### src/rtl/twiddle_table_gen.sv
// twiddle_table_gen: builds an N-entry NTT twiddle table at run time.
// Entry bitrev(k) holds base^k mod Q, with base = PSI (forward) or
// PSI_INV (inverse). The table is then read through a 1-cycle
// registered port.
module twiddle_table_gen #(
  parameter int LOGN    = 4,
  parameter int WIDTH   = 17,
  parameter int Q       = 65537,
  parameter int PSI     = 2,
  parameter int PSI_INV = 32769
) (
  input  logic             clk,
  input  logic             rst_n,
  input  logic             start,
  input  logic             inverse,
  input  logic             rd_en,
  input  logic [LOGN-1:0]  rd_addr,
  output logic [WIDTH-1:0] rd_data,
  output logic             rd_valid,
  output logic             busy,
  output logic             done,
  output logic             table_valid,
  output logic             table_mode
);

  localparam int                 N       = 1 << LOGN;
  localparam logic [LOGN-1:0]    IDX_LST = LOGN'(N - 1);
  localparam logic [2*WIDTH-1:0] Q_W     = (2*WIDTH)'(Q);
  localparam logic [WIDTH-1:0]   PSI_W   = WIDTH'(PSI);
  localparam logic [WIDTH-1:0]   PSIIN_W = WIDTH'(PSI_INV);

  typedef enum logic {IDLE = 1'b0, GEN = 1'b1} state_t;

  state_t           state;
  state_t           state_nxt;
  logic [LOGN-1:0]  idx;
  logic [WIDTH-1:0] acc;
  logic [WIDTH-1:0] base;
  logic             gen_last;
  logic [WIDTH-1:0] mem [N];

  // Full-width product, reduced completely into [0, Q-1].
  function automatic logic [WIDTH-1:0] mod_mul(input logic [WIDTH-1:0] a,
                                               input logic [WIDTH-1:0] b);
    logic [2*WIDTH-1:0] prod;
    prod = {{WIDTH{1'b0}}, a} * {{WIDTH{1'b0}}, b};
    return WIDTH'(prod % Q_W);
  endfunction

  // Reverse the LOGN low bits of an index.
  function automatic logic [LOGN-1:0] bitrev(input logic [LOGN-1:0] v);
    logic [LOGN-1:0] r;
    for (int b = 0; b < LOGN; b++) r[b] = v[LOGN-1-b];
    return r;
  endfunction

  // State register.
  always_ff @(posedge clk or negedge rst_n) begin
    if (!rst_n) state <= IDLE;
    else        state <= state_nxt;
  end

  // Next state: start only matters in IDLE; GEN runs exactly N edges.
  always_comb begin
    state_nxt = state;
    case (state)
      IDLE:    if (start) state_nxt = GEN;
      GEN:     if (idx == IDX_LST) state_nxt = IDLE;
      default: state_nxt = IDLE;
    endcase
  end

  // Decoded outputs and multiplier base selection.
  always_comb begin
    busy     = (state == GEN);
    gen_last = (state == GEN) && (idx == IDX_LST);
    base     = table_mode ? PSIIN_W : PSI_W;
  end

  // Generation counter, power accumulator and table status flags.
  always_ff @(posedge clk or negedge rst_n) begin
    if (!rst_n) begin
      idx         <= '0;
      acc         <= WIDTH'(1);
      done        <= 1'b0;
      table_valid <= 1'b0;
      table_mode  <= 1'b0;
    end else begin
      done <= gen_last;
      if (state == IDLE && start) begin
        idx         <= '0;
        acc         <= WIDTH'(1);
        table_mode  <= inverse;
        table_valid <= 1'b0;
      end else if (state == GEN) begin
        acc <= mod_mul(acc, base);
        idx <= idx + LOGN'(1);
        if (gen_last) table_valid <= 1'b1;
      end
    end
  end

  // Table storage: written in bit-reversed order, never reset.
  always_ff @(posedge clk) begin
    if (state == GEN) mem[bitrev(idx)] <= acc;
  end

  // Registered read port; data holds when no read is served.
  always_ff @(posedge clk or negedge rst_n) begin
    if (!rst_n) begin
      rd_data  <= '0;
      rd_valid <= 1'b0;
    end else if (rd_en && table_valid) begin
      rd_data  <= mem[rd_addr];
      rd_valid <= 1'b1;
    end else begin
      rd_valid <= 1'b0;
    end
  end

endmodule

### config.mk
export PLATFORM = sky130hd
export DESIGN_NAME = twiddle_table_gen
export DESIGN_NICKNAME = d
export VERILOG_FILES = /design/src/rtl/twiddle_table_gen.sv
export SDC_FILE = /design/constraint.sdc
export NUM_CORES = 1
export LEC_CHECK = 0
export CAP_MARGIN = 20
export CORE_MARGIN = 4
export CORE_UTILIZATION = 50
export DETAILED_ROUTE_END_ITERATION = 12
export GPL_ROUTABILITY_DRIVEN = 0
export PLACE_DENSITY = 0.63
export SETUP_SLACK_MARGIN = 0.4
export SYNTH_ARGS = -nofsm -noshare
export SYNTH_HDL_FRONTEND = slang
export SYNTH_SLANG_ARGS = --single-unit
### constraint.sdc
create_clock -name clk -period 26.1 [get_ports clk]
set_input_delay 7.83 -clock clk [delete_from_list [all_inputs] [get_ports clk]]
set_output_delay 7.83 -clock clk [all_outputs]
set_load 0.02 [all_outputs]
# After elaboration in Yosys (flattened, before gate mapping)
# Memory sizes are Yosys's and may differ from the RTL's. A register that Yosys moved wholly into a read port is not among the register bits.
# Index checks and enable logic that the tools add are counted.
# totals
wordCells	34
mem_count	1
in_bits	9
register_bits	26
rom_bits	0
latchBits	0
mem_bits_rw	272
# op_classes
mul	1
eq_ne	1
shifts	0
magnitude_cmp	0
bitwise	1
reduce_logical	7
n_div	1
add_sub_neg	1
mux	14
# memory_table
name	words	width	read_ports	rd_clocked_by_memory_dff	write_ports	line_no	source
mem	16	17	1	1	1	40	logic [WIDTH-1:0] mem [N];
# ops
cell	n
$mod 34x17->34 const B	1
$mux 17	2
$mul 17x16->33	1
$mux 16	1
$mux 1	8
$mux 4	2
$add 4x1->4 const B	1
$eq 4x4->1 const B	1
$reduce_bool 2->1	2
$logic_and 1x1->1	3
$pmux 1 s2	1
$reduce_and 2->1	1
$logic_not 1->1	1
$not 1->1	1

# Longest topological paths before layout
# logic_depth
word_depth	5
mapped_depth	97

# Worst setup path after synthesis
# OpenSTA, ideal clock, no wires.
# synth_path
path_type	register to register
from	register table_mode
to	register acc[13]
synth_period_minus_slack_ns	21.675
setup_time_ns	0.121
required_time_ns	25.979
path_stages_with_launch	90
arrival_time_ns	21.554
setup_slack_ns	4.425
cell_sequence	dfrtp_1 > buf_4 > clkbuf_1 > clkbuf_1 > clkbuf_1 > clkbuf_1 > nand2_1 > inv_1 > ha_1 > fa_1 > ha_1 > ha_1 > buf_2 > a21o_1 > a221o_1 > a221oi_4 > xor2_1 > a21oi_1 > [... 54 more ...] > buf_4 > xnor2_1 > ha_1 > nor4b_1 > a31o_2 > and3_1 > a41oi_1 > buf_2 > nor2_1 > xnor2_1 > ha_1 > and4bb_1 > nand4_2 > o211a_2 > buf_6 > o211ai_1 > xor2_1 > a22o_1
# synth_between
elab_chain_len	5
# synth_lines
element	line_no	source
from (decl)	23	output logic table_mode
from (signal assigned)	93	table_mode <= inverse;
$mux 16	77	base = table_mode ? PSIIN_W : PSI_W;
$mul 17x16->33	46	prod = {{WIDTH{1'b0}}, a} * {{WIDTH{1'b0}}, b};
$mod 34x17->34	47	return WIDTH'(prod % Q_W);
$mux 17	95	end else if (state == GEN) begin
$mux 17	90	if (state == IDLE && start) begin
to (signal assigned)	96	acc <= mod_mul(acc, base);
to (decl)	37	logic [WIDTH-1:0] acc;
# Every way passes these cells. The select of a mux whose other input is x is not followed.
# A chain may end at the register's enable or synchronous reset.

# Final worst setup path
# layout_path
from	register acc[1]
to	register acc[14]
# layout_between
elab_chain_len	4
# layout_lines
element	line_no
$mul 17x16->33	46
$mod 34x17->34	47
$mux 17	95
$mux 17	90
# Every way passes these cells. The select of a mux whose other input is x is not followed.

==> impl_results.md <==
- Warnings, synthesis: 0
- Crit path capture type: flop
- I/O Pins: 31
- Initial antenna violation count: 0
- Post-synth ARST share: 0.1365
- Max Buffers Root-to-Sink: 3
- WHS Path Cells: 1
- Num rows: 78
- Vias per cell: 6.701
- Final min period: 24.06 ns
- WS Path Type: reg -> reg
- Register-to-Register Path Depth: 74
- Ant. Diodes: 0
- Setup TNS: 0 ns
- Critical path arrival: 24.49 ns
- Die H: 223.2 um
- GR Overflow Total: 0
- Reg clk slew, reported paths: 0.07 ns
- Synthesis-to-layout area growth: 8.763%
- Post-Synthesis Cell Area: 0.02316 mm2
- Multi-input logic area: 0.01350 mm2
- 1st-pass router iterations: 8
- CP max stage cell: or4_1
- PortBufs: 30
- Core ar.: 0.04558 mm2
- HPWL Detailed: 45.76 mm
- Worst hold start: rd_data[5]
- Largest stage delay, worst path: 0.61 ns
- Share of cells above drive strength 1: 0.1479
- Final Hold Fails: 0
- Drc violations: 0
- Mean Syn Cell Area: 10.67 um2
- Die X: 223.2 um
- Post-synth EDFFs: 272
- Worst EP required: 26.53 ns
- Slew Limit Fails: 0
- Status: completed
- Fmax achieved: 0.04157 GHz
- Largest net degree at the start of global routing: 69
- Critical R2R Launch: acc[1]
- RSZ-0062 raised after global routing: no
- Nets: 2235
- DIE AREA: 0.04983 mm2
- Worst Tran Pin Value: 1.039 ns
- Reg2Reg Capture Point: acc[14]
- Post-Syn Instances: 2171
- CP Max Fanout: 19
- CTS tree: yes
- Final Setup Violations: 0
- Total Routed Length: 64.73 mm
- Sequential cell area: 0.009249 mm2
- Clk root buf: clkbuf_16
- Hold EP: rd_data[5]
- Type of the tightest min-delay check: reg -> reg
- Initial drt markers: 1828
- Fin crit share: 0.9218
- Clk Latency, worst-skew pair: 0.54 ns
- Most common flop cell mapped by yosys: edfxtp_1
- Vias in the first global route: 17855
- R2r setup slk: 2.04 ns
- Routed Antenna Nets: 0
- Post-DR wirelength/cell: 22.97 um
- TritonCTS buffer count: 27
- Most used cell, CP: ha_1
- Clock Skew: 0.01924 ns
- Post-synthesis register bit count: 315
- Tot GR Track Use: 0.2500
- First-pass GRT wire length: 101.3 mm
- Hold Buf Count CTS: 0
- CP Launch Type: flop
- Slew HR: 0.2874
- Synth unique cells: 133
- Clock Sinks: 315
- Fillcell total: 3858
- H-tree depth: 1
- Max_cap viols: 0
- Initial Util: 0.5082
- Vias: 18883
- Sequential fraction of the synthesis area: 0.3992
[metal layers]
layer | vias up | GRT usage | part of all wire
li1 | 8671 | - | -
met2 | 787 | 0.4332 | 0.49
met1 | 9293 | 0.3424 | 0.42
met3 | 132 | 0.02026 | 0.061
met5 | - | 0 | 0
met4 | 0 | 0.06502 | 0.027
[critical path: cells and delay by family (launching register included)]
kind | cells | cell delay (ns)
and+or+nand+nor | 35 | 11.63
xor gates and xnor gates | 4 | 0.84
buffers and inverters | 2 | 0.20
DFF | 1 | 0.53
muxes | 3 | 1.05
adders and majority gates | 6 | 1.83
AOI/OAI and AO/OA | 24 | 7.79
[synth_stat cells, drive strengths merged (22+ instances only)]
master / count / area share
a22o: 23 / 0.0087
ha: 27 / 0.015
o31ai: 22 / 0.0076
xor2: 52 / 0.020
mux2: 35 / 0.017
a31oi: 25 / 0.0077
mux4: 85 / 0.083
o21ai: 94 / 0.022
nand2: 156 / 0.025
edfxtp: 272 / 0.35
o211ai: 28 / 0.0097
inv: 38 / 0.0062
a21o: 23 / 0.0075
o21a: 27 / 0.0088
and2: 55 / 0.015
nand4: 45 / 0.013
nor2: 159 / 0.026
or3: 32 / 0.0086
mux2i: 30 / 0.013
and3: 47 / 0.013
nand2b: 27 / 0.0073
xnor2: 112 / 0.044
a211oi: 23 / 0.0077
nand3: 91 / 0.020
a21oi: 84 / 0.019
or2: 25 / 0.0068
nor4: 31 / 0.0095
buf: 33 / 0.0079
clkbuf: 47 / 0.0077
nor3: 78 / 0.020
dfrtp: 42 / 0.045
[through the flow]
| stage | setup WS, ns | hold WS, ns | instance area (um2) | util | instances |
|---|---|---|---|---|---|
| global route | 0.4394 | 0.5279 | 25190 | 0.5527 | 2818 |
| CTS | 0.8153 | 0.5118 | 25020 | 0.5489 | 2806 |
| floorplan | 4.425 | 0.5362 | 23170 | - | 2175 |
| global placement | 1.611 | 0.4910 | 24090 | 0.5287 | 2757 |
| finish | 2.042 | 0.5074 | 25190 | 0.5527 | 2818 |
| detailed placement | 0.9640 | 0.4963 | 24090 | 0.5287 | 2757 |
[placed cells by master (no fill, tap or decap), types with 39 or more instances in the layout]
cell type	n
xor2_1	51
buf_4	42
edfxtp_1	272
nor2_1	157
mux4_2	85
and2_1	55
xnor2_1	108
dfrtp_1	39
and3_1	47
nand4_1	41
nor3_1	66
nand3_1	90
nand2_1	155
a21oi_1	78
o21ai_0	56
[kinds of logic (layout without fill, tap and decap cells)]
kind of cell / count (synthesis) / in the layout / synth area share
multiplexers: 150 / 150 / 0.1128
XOR/XNOR: 164 / 164 / 0.06348
AND/OR/NAND/NOR: 852 / 852 / 0.2084
flip-flops: 315 / 315 / 0.3992
adder cells (fa/ha/maj): 34 / 34 / 0.01804
other: 1 / 5 / 0.0001619
AO/OA/AOI/OAI: 537 / 537 / 0.1762
buffers and inverters: 118 / 161 / 0.02172
[registers in the layout, summed over array words and instances (netlist names)]
register / flops
acc: 17
busy: 1
done: 1
idx: 4
mem: 272
rd_data: 17
rd_valid: 1
table_mode: 1
table_valid: 1
[worst max path at each step]
stage               start  endpoint  slack (ns)  cells after the start
5_1_grt            acc[1]   acc[15]        0.44                     75
3_3_place_gp       acc[1]    acc[9]        1.61                     74
4_1_cts           acc[15]    acc[6]        0.82                     73
3_5_place_dp      acc[15]    acc[6]        0.96                     73
6_report           acc[1]   acc[14]        2.04                     74
2_1_floorplan  table_mode   acc[13]        4.42                     89
[cell type report]
cell class	instances	share of cell area
multi-input combinational	1742	0.5360
sequential	315	0.3672
clock buffer	40	0.03035
tap	600	0.02980
timing repair buffer	74	0.02474
clock inverter	9	0.006308
inverter	38	0.005663
[timing repair]
item,CTS,global route
buffers inserted,0,9
endpoints found under the hold margin,0,0
gates resized for setup,0,15
endpoints found under the setup margin,0,17
Power is not shown: default switching activity piles up to over one toggle a cycle in this logic, so the estimate is an artifact.
